**src/rtl/ad7606_pkg.sv**
```systemverilog
// ad7606_pkg
//  Shared definitions for the AD7606 conversion sequencer:
//  - seq_state_e : sequencer FSM state encoding
//  - DEF_*       : default timing / geometry constants
//  - sticky_next : next value of a sticky flag (set wins over clear)
package ad7606_pkg;

  typedef enum logic [2:0] {
    ST_IDLE = 3'd0,  // waiting for a rate tick
    ST_CONV = 3'd1,  // CONVST held low
    ST_WBH  = 3'd2,  // waiting for BUSY to rise
    ST_WBL  = 3'd3,  // waiting for BUSY to fall
    ST_RDL  = 3'd4,  // RD low phase of one word
    ST_RDH  = 3'd5   // RD high phase between words
  } seq_state_e;

  localparam int DEF_CHANNELS     = 8;
  localparam int DEF_DW           = 16;
  localparam int DEF_PER_W        = 16;
  localparam int DEF_CONV_PULSE   = 5;
  localparam int DEF_RD_LOW       = 4;
  localparam int DEF_RD_HIGH      = 3;
  localparam int DEF_BUSY_TIMEOUT = 1000;

  // A set request in the same cycle as a clear keeps the flag at 1.
  function automatic logic sticky_next(input logic q, input logic set, input logic clr);
    return set | (q & ~clr);
  endfunction

endpackage

```
**src/rtl/ad7606_rate_gen.sv**
```systemverilog
// ad7606_rate_gen
//  Sample-period pacer for the AD7606 sequencer.
//  Ports:
//   clk_i, reset_n_i : clock, asynchronous active-low reset
//   en_i             : run enable; while low the counter is held at zero
//   period_i         : period in clk_i cycles, reloaded at every tick; 0 acts as 1
//   idle_i           : sequencer is in IDLE
//   tick_o           : start-of-period pulse (combinational from the counter)
//   overrun_o        : tick landed while a frame was running (set request)
module ad7606_rate_gen
  import ad7606_pkg::*;
#(
  parameter int PER_W = DEF_PER_W
) (
  input  logic             clk_i,
  input  logic             reset_n_i,
  input  logic             en_i,
  input  logic [PER_W-1:0] period_i,
  input  logic             idle_i,
  output logic             tick_o,
  output logic             overrun_o
);

  logic [PER_W-1:0] cnt_q;
  logic [PER_W-1:0] cnt_d;

  // A zeroed counter ticks on the first enabled cycle, so enabling starts a frame at once.
  assign tick_o = en_i & (cnt_q == {PER_W{1'b0}});

  // Back-to-back mode (period 0) ticks every cycle by design, so it never reports overrun.
  assign overrun_o = tick_o & ~idle_i & (period_i != {PER_W{1'b0}});

  // Down-counter: reload period-1 on a tick, clear while disabled.
  always_comb begin
    cnt_d = cnt_q;
    if (!en_i) begin
      cnt_d = {PER_W{1'b0}};
    end else if (cnt_q == {PER_W{1'b0}}) begin
      if (period_i == {PER_W{1'b0}}) begin
        cnt_d = {PER_W{1'b0}};
      end else begin
        cnt_d = period_i - {{(PER_W-1){1'b0}}, 1'b1};
      end
    end else begin
      cnt_d = cnt_q - {{(PER_W-1){1'b0}}, 1'b1};
    end
  end

  // Counter register.
  always_ff @(posedge clk_i or negedge reset_n_i) begin
    if (!reset_n_i) begin
      cnt_q <= {PER_W{1'b0}};
    end else begin
      cnt_q <= cnt_d;
    end
  end

endmodule

```
**src/rtl/ad7606_seq_ctrl.sv**
```systemverilog
// ad7606_seq_ctrl
//  Conversion sequencer for one AD7606: paces conversions, walks the ADC
//  through CONVST -> BUSY -> CS/RD, pushes CHANNELS words per frame into the
//  DAQ FIFO and keeps sticky error flags.
//  Ports:
//   clk_i, reset_n_i          : clock, asynchronous active-low reset
//   en_i, period_i, clr_i     : run enable, sample period, sticky-flag clear
//   busy_i, frstdata_i, db_i  : ADC status (asynchronous) and parallel data
//   convst_o, cs_n_o, rd_n_o  : ADC control strobes (registered)
//   fifo_full_i, fifo_wrreq_o, fifo_data_o : FIFO write side
//   idle_o, frame_count_o     : status
//   overflow_o, timeout_o, overrun_o, frame_err_o : sticky error flags
module ad7606_seq_ctrl
  import ad7606_pkg::*;
#(
  parameter int CHANNELS     = DEF_CHANNELS,
  parameter int DW           = DEF_DW,
  parameter int PER_W        = DEF_PER_W,
  parameter int CONV_PULSE   = DEF_CONV_PULSE,
  parameter int RD_LOW       = DEF_RD_LOW,
  parameter int RD_HIGH      = DEF_RD_HIGH,
  parameter int BUSY_TIMEOUT = DEF_BUSY_TIMEOUT
) (
  input  logic             clk_i,
  input  logic             reset_n_i,
  input  logic             en_i,
  input  logic [PER_W-1:0] period_i,
  input  logic             clr_i,
  input  logic             busy_i,
  input  logic             frstdata_i,
  input  logic [DW-1:0]    db_i,
  output logic             convst_o,
  output logic             cs_n_o,
  output logic             rd_n_o,
  input  logic             fifo_full_i,
  output logic             fifo_wrreq_o,
  output logic [DW-1:0]    fifo_data_o,
  output logic             idle_o,
  output logic [PER_W-1:0] frame_count_o,
  output logic             overflow_o,
  output logic             timeout_o,
  output logic             overrun_o,
  output logic             frame_err_o
);

  localparam int MAX_A   = (BUSY_TIMEOUT > CONV_PULSE) ? BUSY_TIMEOUT : CONV_PULSE;
  localparam int MAX_B   = (RD_LOW > RD_HIGH) ? RD_LOW : RD_HIGH;
  localparam int CNT_MAX = (MAX_A > MAX_B) ? MAX_A : MAX_B;
  localparam int CNT_W   = $clog2(CNT_MAX + 1);
  localparam int CH_W    = $clog2(CHANNELS + 1);

  logic [1:0]       busy_sync_q;
  logic [1:0]       frst_sync_q;
  logic             tick_s;
  logic             overrun_set_s;

  seq_state_e       state_q, state_d;
  logic [CNT_W-1:0] cnt_q, cnt_d;
  logic [CH_W-1:0]  ch_q, ch_d;
  logic             drop_q, drop_d;
  logic             convst_q, convst_d;
  logic             cs_n_q, cs_n_d;
  logic             rd_n_q, rd_n_d;
  logic             wrreq_q, wrreq_d;
  logic [DW-1:0]    data_q, data_d;
  logic             idle_q, idle_d;
  logic [PER_W-1:0] count_q, count_d;
  logic             overflow_q, timeout_q, overrun_q, frame_err_q;
  logic             ovf_set_s, tmo_set_s, ferr_set_s;

  ad7606_rate_gen #(
    .PER_W(PER_W)
  ) u_rate_gen (
    .clk_i     (clk_i),
    .reset_n_i (reset_n_i),
    .en_i      (en_i),
    .period_i  (period_i),
    .idle_i    (state_q == ST_IDLE),
    .tick_o    (tick_s),
    .overrun_o (overrun_set_s)
  );

  // Two-flop synchronisers for the asynchronous ADC status lines.
  always_ff @(posedge clk_i or negedge reset_n_i) begin
    if (!reset_n_i) begin
      busy_sync_q <= 2'b00;
      frst_sync_q <= 2'b00;
    end else begin
      busy_sync_q <= {busy_sync_q[0], busy_i};
      frst_sync_q <= {frst_sync_q[0], frstdata_i};
    end
  end

  // Sequencer next-state and next-output logic.
  always_comb begin
    state_d    = state_q;
    cnt_d      = cnt_q;
    ch_d       = ch_q;
    drop_d     = drop_q;
    convst_d   = convst_q;
    cs_n_d     = cs_n_q;
    rd_n_d     = rd_n_q;
    wrreq_d    = 1'b0;
    data_d     = data_q;
    count_d    = count_q;
    ovf_set_s  = 1'b0;
    tmo_set_s  = 1'b0;
    ferr_set_s = 1'b0;
    case (state_q)
      ST_IDLE: begin
        if (tick_s) begin
          state_d  = ST_CONV;
          convst_d = 1'b0;
          cnt_d    = {CNT_W{1'b0}};
        end else begin
          state_d  = ST_IDLE;
        end
      end
      ST_CONV: begin
        if (cnt_q == CNT_W'(CONV_PULSE - 1)) begin
          state_d  = ST_WBH;
          convst_d = 1'b1;
          cnt_d    = {CNT_W{1'b0}};
        end else begin
          cnt_d    = cnt_q + CNT_W'(1);
        end
      end
      ST_WBH: begin
        if (busy_sync_q[1]) begin
          state_d   = ST_WBL;
          cnt_d     = {CNT_W{1'b0}};
        end else if (cnt_q == CNT_W'(BUSY_TIMEOUT - 1)) begin
          state_d   = ST_IDLE;
          tmo_set_s = 1'b1;
          cnt_d     = {CNT_W{1'b0}};
        end else begin
          cnt_d     = cnt_q + CNT_W'(1);
        end
      end
      ST_WBL: begin
        if (!busy_sync_q[1]) begin
          // FIFO state is judged once per frame so a frame is all-or-nothing.
          state_d   = ST_RDL;
          cs_n_d    = 1'b0;
          rd_n_d    = 1'b0;
          ch_d      = {CH_W{1'b0}};
          cnt_d     = {CNT_W{1'b0}};
          drop_d    = fifo_full_i;
          ovf_set_s = fifo_full_i;
        end else if (cnt_q == CNT_W'(BUSY_TIMEOUT - 1)) begin
          state_d   = ST_IDLE;
          cs_n_d    = 1'b1;
          tmo_set_s = 1'b1;
          cnt_d     = {CNT_W{1'b0}};
        end else begin
          cnt_d     = cnt_q + CNT_W'(1);
        end
      end
      ST_RDL: begin
        if (cnt_q == CNT_W'(RD_LOW - 1)) begin
          state_d = ST_RDH;
          rd_n_d  = 1'b1;
          cnt_d   = {CNT_W{1'b0}};
          data_d  = db_i;
          wrreq_d = ~drop_q;
          if (ch_q == {CH_W{1'b0}}) begin
            ferr_set_s = ~frst_sync_q[1];
          end else begin
            ferr_set_s = 1'b0;
          end
        end else begin
          cnt_d   = cnt_q + CNT_W'(1);
        end
      end
      ST_RDH: begin
        if (cnt_q == CNT_W'(RD_HIGH - 1)) begin
          cnt_d = {CNT_W{1'b0}};
          if (ch_q == CH_W'(CHANNELS - 1)) begin
            state_d = ST_IDLE;
            cs_n_d  = 1'b1;
            count_d = count_q + PER_W'(1);
          end else begin
            state_d = ST_RDL;
            rd_n_d  = 1'b0;
            ch_d    = ch_q + CH_W'(1);
          end
        end else begin
          cnt_d = cnt_q + CNT_W'(1);
        end
      end
      default: begin
        state_d  = ST_IDLE;
        convst_d = 1'b1;
        cs_n_d   = 1'b1;
        rd_n_d   = 1'b1;
        cnt_d    = {CNT_W{1'b0}};
      end
    endcase
    idle_d = (state_d == ST_IDLE);
  end

  // Sequencer state, registered outputs and sticky flags.
  always_ff @(posedge clk_i or negedge reset_n_i) begin
    if (!reset_n_i) begin
      state_q     <= ST_IDLE;
      cnt_q       <= {CNT_W{1'b0}};
      ch_q        <= {CH_W{1'b0}};
      drop_q      <= 1'b0;
      convst_q    <= 1'b1;
      cs_n_q      <= 1'b1;
      rd_n_q      <= 1'b1;
      wrreq_q     <= 1'b0;
      data_q      <= {DW{1'b0}};
      idle_q      <= 1'b1;
      count_q     <= {PER_W{1'b0}};
      overflow_q  <= 1'b0;
      timeout_q   <= 1'b0;
      overrun_q   <= 1'b0;
      frame_err_q <= 1'b0;
    end else begin
      state_q     <= state_d;
      cnt_q       <= cnt_d;
      ch_q        <= ch_d;
      drop_q      <= drop_d;
      convst_q    <= convst_d;
      cs_n_q      <= cs_n_d;
      rd_n_q      <= rd_n_d;
      wrreq_q     <= wrreq_d;
      data_q      <= data_d;
      idle_q      <= idle_d;
      count_q     <= count_d;
      overflow_q  <= sticky_next(overflow_q, ovf_set_s, clr_i);
      timeout_q   <= sticky_next(timeout_q, tmo_set_s, clr_i);
      overrun_q   <= sticky_next(overrun_q, overrun_set_s, clr_i);
      frame_err_q <= sticky_next(frame_err_q, ferr_set_s, clr_i);
    end
  end

  assign convst_o      = convst_q;
  assign cs_n_o        = cs_n_q;
  assign rd_n_o        = rd_n_q;
  assign fifo_wrreq_o  = wrreq_q;
  assign fifo_data_o   = data_q;
  assign idle_o        = idle_q;
  assign frame_count_o = count_q;
  assign overflow_o    = overflow_q;
  assign timeout_o     = timeout_q;
  assign overrun_o     = overrun_q;
  assign frame_err_o   = frame_err_q;

endmodule

```
**config.mk**
```make
export PLATFORM = sky130hd
export DESIGN_NAME = ad7606_seq_ctrl
export DESIGN_NICKNAME = d
export VERILOG_FILES = /design/src/rtl/ad7606_pkg.sv /design/src/rtl/ad7606_rate_gen.sv /design/src/rtl/ad7606_seq_ctrl.sv
export SDC_FILE = /design/constraint.sdc
export NUM_CORES = 1
export LEC_CHECK = 0
export ABC_AREA = 1
export CORE_MARGIN = 2
export CORE_UTILIZATION = 50
export DETAILED_ROUTE_END_ITERATION = 7
export PLACE_DENSITY = 0.87
export SETUP_SLACK_MARGIN = 0.2
export SYNTH_ARGS = -nofsm -noshare
export SYNTH_HDL_FRONTEND = slang
export SYNTH_SLANG_ARGS = --single-unit
```
**constraint.sdc**
```tcl
create_clock -name clk_i -period 3.85 [get_ports clk_i]
set_clock_uncertainty 0.05 [all_clocks]
set_input_delay 0.77 -clock clk_i [delete_from_list [all_inputs] [get_ports clk_i]]
set_output_delay 0.77 -clock clk_i [all_outputs]
set_load 0.005 [all_outputs]
```
### Yosys cells after proc, flatten, opt, wreduce, memory -nomap -nowiden

Cells that the tools add are included.

| cells by class | value |
|---|---|
| add/sub/neg operators | 5 |
| equal/unequal tests | 18 |
| mux-type cells | 48 |
| bitwise operators | 19 |
| reduce and logical (&&, ||, !) cells | 17 |

Operators by type and width:

| cell | count |
|---|---|
| $mux W10 | 7 |
| $pmux W10 S6 | 1 |
| $mux W16 | 3 |
| $logic_not A16 Y1 | 2 |
| $sub A16 B1 Y16 const B | 2 |
| $mux W1 | 21 |
| $mux W3 | 7 |
| $eq A10 B2 Y1 const B | 2 |
| $pmux W3 S6 | 1 |
| $add A16 B1 Y16 const B | 1 |
| $reduce_bool A16 Y1 | 1 |
| $ne A2 B2 Y1 const B | 7 |
| $mux W4 | 3 |
| $add A10 B1 Y10 const B | 1 |
| $eq A10 B10 Y1 const B | 1 |
| $eq A10 B3 Y1 const B | 1 |
| $not A1 Y1 | 8 |
| $pmux W4 S2 | 1 |
| $reduce_and A4 Y1 | 2 |
| $reduce_or A4 Y1 | 2 |
| $and A1 B1 Y1 | 7 |
| $eq A3 B2 Y1 const B | 2 |
| $eq A3 B3 Y1 const B | 2 |
| $logic_not A3 Y1 | 2 |
| other kinds (14) | 20 |

| word-level totals | value |
|---|---|
| register bits | 79 |
| output and inout bits | 41 |
| logic and storage cells | 125 |

### Longest topological paths before layout

Gate-level depths: netlist of the first run.

| depth | value |
|---|---|
| word-level depth | 5 |
| mapped depth | 11 |
| gate-level depth less buffers | 11 |

### Modules after synthesis

Synthesis of the first run repeated with hierarchy kept, for this count alone.

| second synthesis, totals | value |
|---|---|
| cell total of the unflattened synthesis | 632 |
| area, all modules | 4679.5 sq um |

By module, submodules not included:

| module | times used | cells each | area an instance (sq um) |
|---|---|---|---|
| ad7606_seq_ctrl | 1 | 405 | 3200.6 |
| ad7606_rate_gen | 1 | 227 | 1478.9 |

### Worst setup path before layout of the first run

No wires, ideal clock.

| path | value |
|---|---|
| kind | in2reg |
| start | input period_i[0] |
| end | register u_rate_gen.cnt_q[5] |
| setup time | 0.120 ns |
| arrival time | 1.735 ns |
| required time | 3.680 ns |
| path slack | 1.944 ns |
| cell stages on the path | 10 |
| cells stage by stage | inv_1 -> ha_1 -> inv_1 -> nor3_1 -> nand3_1 -> buf_2 -> nand2_1 -> nand2_1 -> o211ai_1 -> inv_1 |

| on the way | value |
|---|---|
| cells in the longest elaborated chain, start to end | 4 |

RTL lines:

| element | line | RTL |
|---|---|---|
| start, declared | ad7606_seq_ctrl.sv:27 | `input logic [PER_W-1:0] period_i,` |
| $sub A16 B1 Y16 / $logic_not A16 Y1 (equally long branches) | ad7606_rate_gen.sv:42, ad7606_rate_gen.sv:39 |  |
| $mux W16 * | ad7606_rate_gen.sv:39 | `if (period_i == {PER_W{1'b0}}) begin` |
| $mux W16 * | ad7606_rate_gen.sv:38 | `end else if (cnt_q == {PER_W{1'b0}}) begin` |
| $mux W16 * | ad7606_rate_gen.sv:36 | `if (!en_i) begin` |
| named net u_rate_gen.cnt_d[5] | ad7606_rate_gen.sv:25 | `logic [PER_W-1:0] cnt_d;` |
| end signal, assigned | ad7606_rate_gen.sv:52 | `cnt_q <= {PER_W{1'b0}};` |
| end signal, assigned | ad7606_rate_gen.sv:54 | `cnt_q <= cnt_d;` |
| end, declared | ad7606_rate_gen.sv:24 | `logic [PER_W-1:0] cnt_q;` |

Mark *: on every way through the listed nets, which the timed path passes. The rest lies on a longest branch.
A chain may end at the register's enable or synchronous reset.

### Worst setup path in the final report of the first run

| path | value |
|---|---|
| start | input period_i[7] |
| end | register u_rate_gen.cnt_q[2] |

| on the way | value |
|---|---|
| cells in the longest elaborated chain, start to end | 4 |

RTL lines:

| element | line |
|---|---|
| $logic_not A16 Y1 | ad7606_rate_gen.sv:39 |
| $mux W16 | ad7606_rate_gen.sv:39 |
| $mux W16 | ad7606_rate_gen.sv:38 |
| $mux W16 | ad7606_rate_gen.sv:36 |
| named net u_rate_gen.cnt_d[2] | ad7606_rate_gen.sv:25 |

The timed path passes the listed nets, and every way through them passes these cells.

==> results of run 1 <==
==> per-stage QoR <==
stage | instances | utilization (%) | cell area (um2) | worst slack (ns)
2_1_floorplan | 668 | - | 4722 | 1.944
3_3_place_gp | 854 | 61.13 | 5622 | 1.247
3_5_place_dp | 854 | 61.13 | 5622 | 1.169
4_1_cts | 870 | 63.65 | 5853 | 1.532
5_1_grt | 870 | 63.65 | 5853 | 1.274
6_report | 870 | 63.65 | 5853 | 1.498
==> Yosys cell counts, types with 2 or more instances <==
cell type / count / area share (%)
nor2_4: 3 / 0.72
nand3b_1: 2 / 0.32
nand2_1: 208 / 17
nand4_1: 10 / 1.3
dfstp_2: 4 / 2.2
clkinv_1: 2 / 0.16
xnor2_1: 8 / 1.5
or2_2: 4 / 0.53
o211ai_1: 4 / 0.64
nor2_2: 5 / 0.66
a21oi_1: 15 / 1.6
inv_1: 86 / 6.8
ha_1: 10 / 2.6
xor2_1: 19 / 3.5
buf_4: 2 / 0.32
dfrtp_1: 75 / 40
nand2_2: 3 / 0.40
nor3_1: 11 / 1.2
nand3_1: 65 / 6.9
o21ai_0: 21 / 2.2
nor2_1: 97 / 7.7
==> worst max path at each step <==
stage	start	to
3_5_place_dp	period_i[7]	u_rate_gen.cnt_q[4]
2_1_floorplan	period_i[0]	u_rate_gen.cnt_q[5]
6_report	period_i[7]	u_rate_gen.cnt_q[2]
4_1_cts	period_i[7]	u_rate_gen.cnt_q[4]
5_1_grt	period_i[7]	u_rate_gen.cnt_q[4]
3_3_place_gp	period_i[7]	u_rate_gen.cnt_q[4]
==> flip-flops by register name (all words and copies together) (netlist names) <==
| register | cells |
|---|---|
| u_rate_gen.cnt_q | 16 |
| frame_count_o | 16 |
| fifo_wrreq_o | 1 |
| cs_n_o | 1 |
| frame_err_o | 1 |
| frst_sync_q | 2 |
| drop_q | 1 |
| timeout_o | 1 |
| ch_q | 4 |
| busy_sync_q | 2 |
| convst_o | 1 |
| cnt_q | 10 |
| overflow_o | 1 |
| fifo_data_o | 16 |
| rd_n_o | 1 |
| overrun_o | 1 |
| idle_o | 1 |
| state_q | 3 |
==> worst reg2reg max path: stages, from the launching register on <==
cell and delay (ns):
dfrtp_1 0.42, nor2_1 0.23, nand3_2 0.22, nor3_4 0.55, inv_2 0.29, nand2_1 0.12
nand2_1 0.05
==> routing by layer <==
metal	vias to the layer above	wire [um]	GRT usage, %
met5	-	0	0
met4	0	359	10.19
met3	43	546	4.555
met2	141	5532	38.97
met1	2135	4722	28.13
li1	2261	-	-
==> cell type report <==
| cell class | count | area (um2) |
|---|---|---|
| clock buffer | 10 | 137.6 |
| clock inverter | 6 | 93.84 |
| fill | 793 | 3343 |
| inverter | 89 | 334.1 |
| multi-input combinational | 495 | 2371 |
| sequential | 79 | 1982 |
| tap | 111 | 138.9 |
| timing repair buffer | 80 | 795.8 |
==> where the power goes <==
group	switching, mW	internal (mW)
clock	0.310	0.386
combinational	0.361	0.222
sequential	0.0484	0.883
total	0.720	1.49
==> logic make-up after synthesis <==
group | Yosys count | synth area share, %
compound gates | 44 | 5.114
buf+inv | 94 | 7.816
fa+ha+maj | 10 | 2.650
simple gates | 414 | 37.44
xor+xnor | 27 | 5.008
flops | 79 | 41.97
==> impl_metrics.tcl, run 1 <==
set metrics [dict create \
    outcome "completed" \
    overflow 0 \
    grt_pass1_vias 4483 \
    crit_required_ns 4.04 \
    r2r-start "cnt_q[8]" \
    holdPathStages 0 \
    coreArea_um2 9196 \
    power.density_nw_per_um2 377.7 \
    drt_wl_total_um 11160 \
    critical_path_cell_count 9 \
    cts.repair.resized 0 \
    final_nets 803 \
    drc 0 \
    viasPerCell 5.264 \
    start_kind "primary input" \
    ys_warn_count 0 \
    die_h_um 101.2 \
    hold_violations 0 \
    clock_path_buffers 2 \
    drv_cap 0 \
    grt_max_degree 80 \
    ant_nets 0 \
    synth-main-ff-cell "dfrtp_1" \
    grt_use_total_pct 22.85 \
    final_cell_mix "nand2_1 (208), nor2_1 (97), inv_1 (86), clkdlybuf4s50_1 (78), dfrtp_1 (75)" \
    wl_per_cell_um 12.83 \
    clk_pin_slew_worst_paths_ns 0.08 \
    synth_edf_count 0 \
    p_total_mw 2.210 \
    cts-root-buf "clkbuf_8" \
    path_class "primary input to flip-flop" \
    hold_buffers 0 \
    postCtsSetupRepairBufs 0 \
    critical_path_buf_inv_count 2 \
    via_count 4580 \
    die-area_um2 10240 \
    portBuffers 79 \
    end_kind "flip-flop" \
    antennaDiodeCount 0 \
    postSynthAreaPerCell_um2 7.069 \
    synthCells 668 \
    min_to "frst_sync_q[1]" \
    slew_violations 0 \
    yosys_register_bits 79 \
    cp_slowest_cell "clkdlybuf4s50_1" \
    hpwl_um 8394 \
    gp_congestion 0.9047 \
    hold_start "frst_sync_q[0]" \
    grt_pass1_wl_um 19090 \
    fmax_mhz 425.2 \
    dr.first_iter.drc_count 206 \
    min_period_ns 2.352 \
    synth_cell_type_count 35 \
    tns_ns 0 \
    htreeDepth 3 \
    syn_to_final_growth_pct 23.95 \
    die_x_um 101.2 \
    synthesis.area_um2 4722 \
    cts_sinks 79 \
    irDropWorstVdd_uv 246.9 \
    max_stage_delay_ns 0.48 \
    initial_core_util_pct 51.35 \
    synth_nets 717 \
    ioPinCount 80 \
    insertion_delay_ns 0.35 \
    reg2reg_to "fifo_data_o[4]" \
    min_path_type "flip-flop to flip-flop" \
    reg2reg_slack_ns 1.79 \
    drive_gt1_share_pct 5.402 \
    period_share_pct 61.09 \
    whs_ns 0.3070 \
    r2r_cells 6 \
    slew_headroom_pct 36.10 \
    cts_tree "yes" \
    rsz0062_at_grt "false" \
    async_flop_share_pct 100.0 \
    final-setup-viol-count 0 \
    cts_buffers 9 \
    cp_cell_sequence "clkdlybuf4s50_1, nor2_2, nand2_1, nor2_1, nand3_1, o21ai_0, nand2_1, nand3_1, inv_1" \
    worst_pin_slew_ns 0.9585 \
    cpLargestDelayFamily "simple AND/OR/NAND/NOR gates" \
    rows 35 \
    final_common_cell "nand2_1" \
    synth_seq_area_share_pct 41.97 \
    critPathMaxFanout 13 \
    leakagePower_nw 2.951 \
    crit_arrival_ns 2.55 \
    grt_antenna_before_repair 0 \
    drtPass1Iterations 5 \
]
No activity file was read; power rests on OpenSTA's default activity.
==> run 2, diff against run 1 <==
- CORE_UTILIZATION: 50 -> 49
- PLACE_DENSITY: 0.87 -> 0.89
- clock period: 3.85 -> 1.9 ns (I/O delays scaled with it)
==> run 2 against run 1 <==
Compared with the run above:
- critical path depth unchanged
- via count grew 15%
- global-route usage is 2.3 points higher
- register-to-register slack got worse by 1.8 ns
- routed wire length up 32%
- die area is 2.0% higher
- non-clock buffer count increased by 81
- count of clock-buffer cells in the layout increased by 1
- first-iteration DRC count up 79%
- design area grew 18%
- sequential cell count did not move
- critical path type is now flip-flop to flip-flop
- critical endpoint is now idle_o
==> impl_metrics.tcl, run 2 (synthesis gave the netlist of run 1 again) <==
set metrics [dict create \
    hold_violations 0 \
    die-area_um2 10440 \
    drt_wl_total_um 14780 \
    clk_pin_slew_worst_paths_ns 0.08 \
    drive_gt1_share_pct 23.90 \
    fmax_mhz 535.4 \
    via_count 5263 \
    final_nets 885 \
    post_dp_cell_area_um2 6000 \
    coreArea_um2 9284 \
    final_common_cell "nand2_1" \
    irDropWorstVdd_uv 554.4 \
    rsz0062_at_grt "true" \
    cts_tree "yes" \
    htreeDepth 3 \
    finalWorstSetupSlack_ns 0.03212 \
    crit_required_ns 2.13 \
    min_period_ns 1.868 \
    crit_arrival_ns 2.10 \
    final_cell_mix "nand2_1 (196), dfrtp_1 (72), buf_4 (72), inv_1 (71)" \
    final-setup-viol-count 0 \
    worst_pin_slew_ns 0.4390 \
    die_h_um 102.2 \
    drc 0 \
    path_class "flip-flop to flip-flop" \
    gp_congestion 0.9476 \
    grt_antenna_before_repair 0 \
    dr.first_iter.drc_count 369 \
    cts_buffers 9 \
    p_total_mw 4.888 \
    grt_use_total_pct 25.10 \
    outcome "completed" \
    grt_max_degree 33 \
    drv_cap 0 \
    viasPerCell 5.426 \
    pre_cts_ws_ns -0.2007 \
    drtPass1Iterations 8 \
    grt_pass1_wl_um 20910 \
    min_path_type "flip-flop to flip-flop" \
    syn_to_final_growth_pct 46.82 \
    leakagePower_nw 3.582 \
    overflow 0 \
    critPathMaxFanout 4 \
    insertion_delay_ns 0.36 \
    initial_core_util_pct 50.86 \
    period_share_pct 98.31 \
    power.density_nw_per_um2 705.0 \
    cts-root-buf "clkbuf_8" \
    hpwl_um 9307 \
    rows 35 \
    final_area_um2 6933 \
    antennaDiodeCount 0 \
    portBuffers 79 \
    wl_per_cell_um 15.23 \
    ant_nets 0 \
    clock_path_buffers 2 \
    ioPinCount 80 \
    grt_pass1_vias 4852 \
    cts_sinks 79 \
    slew_headroom_pct 70.74 \
    whs_ns 0.3041 \
    slew_violations 0 \
    start_kind "flip-flop" \
    end_kind "flip-flop" \
    die_x_um 102.2 \
]
==> run 2: changes by cell type in the layout (fill, tap and decap cells not counted), moves of 15 or more <==
cell             previous run  this run
buf_4                       2        72
nor2_1                     97        63
nor2_2                      5        26
clkdlybuf4s50_1            78        63
inv_1                      86        71
inv_2                       1        16
==> run 2: final timing paths <==
check / start / to / slack, ns / cells past startpoint
setup / recovery: cnt_q[5] / idle_o / 0.03 / 9
hold / removal: busy_sync_q[0] / busy_sync_q[1] / 0.30 / 0
setup reg to reg: cnt_q[5] / idle_o / 0.03 / 9
hold reg to reg: busy_sync_q[0] / busy_sync_q[1] / 0.30 / 0
max in group asynchronous: reset_n_i / rd_n_o / 0.80 / 3
min in group asynchronous: reset_n_i / frame_count_o[11] / 0.46 / 2
==> run 2: power breakdown <==
| group | total, mW | switching, mW | leakage [nW] | internal, mW |
|---|---|---|---|---|
| clock | 1.56 | 0.645 | 0.124 | 0.913 |
| combinational | 1.42 | 0.837 | 2.52 | 0.585 |
| sequential | 1.91 | 0.119 | 0.938 | 1.79 |
| total | 4.89 | 1.60 | 3.58 | 3.29 |
==> run 2: worst max-delay path, stage by stage (launching register included) <==
cell,delay (ns)
dfrtp_1,0.43
inv_1,0.14
nor2_1,0.16
nand4_1,0.25
buf_4,0.23
nand2_2,0.08
nand2_2,0.07
nor2_4,0.11
nand3_2,0.11
nor2_1,0.16
==> run 2: area by class of cell <==
class,count,area [um2]
sequential,79,1986
clock inverter,5,103.9
inverter,89,340.3
timing repair buffer,161,1484
fill,621,2351
multi-input combinational,495,2709
timing repair inverter,1,7.507
clock buffer,11,141.4
tap,129,161.4
==> run 2: layer usage <==
metal,routed length [um],global-route usage [%],vias up
li1,-,-,2435
met1,5550,30.08,2455
met2,7554,45.34,283
met3,1017,4.309,90
met4,653,9.026,0
met5,0,0,-
==> run 2: through the flow <==
stage | setup TNS (ns) | util [%] | std cells
after detailed placement | -2.012 | 64.62 | 916
after floorplan | 0 | - | 668
after global routing | -0.04551 | 74.68 | 970
after global placement | -1.197 | 64.62 | 916
final | 0 | 74.68 | 970
after CTS | 0 | 69.61 | 951
==> run 2: repair_timing <==
action                                  4_1_cts  5_1_grt
pin swaps                                    14       25
endpoints found under the setup margin       54       79
setup buffers                                18       18
hold buffers                                  1        0
gates resized for setup                      27      106
endpoints found under the hold margin        25        0
cloned                                        0        1
==> run 3, diff against run 2 <==
- HOLD_SLACK_MARGIN: default -> 0.1
- SKIP_LAST_GASP: default -> 1
==> results of run 3 <==
No change in the layout: final DEF, timing and power equal those of run 2.
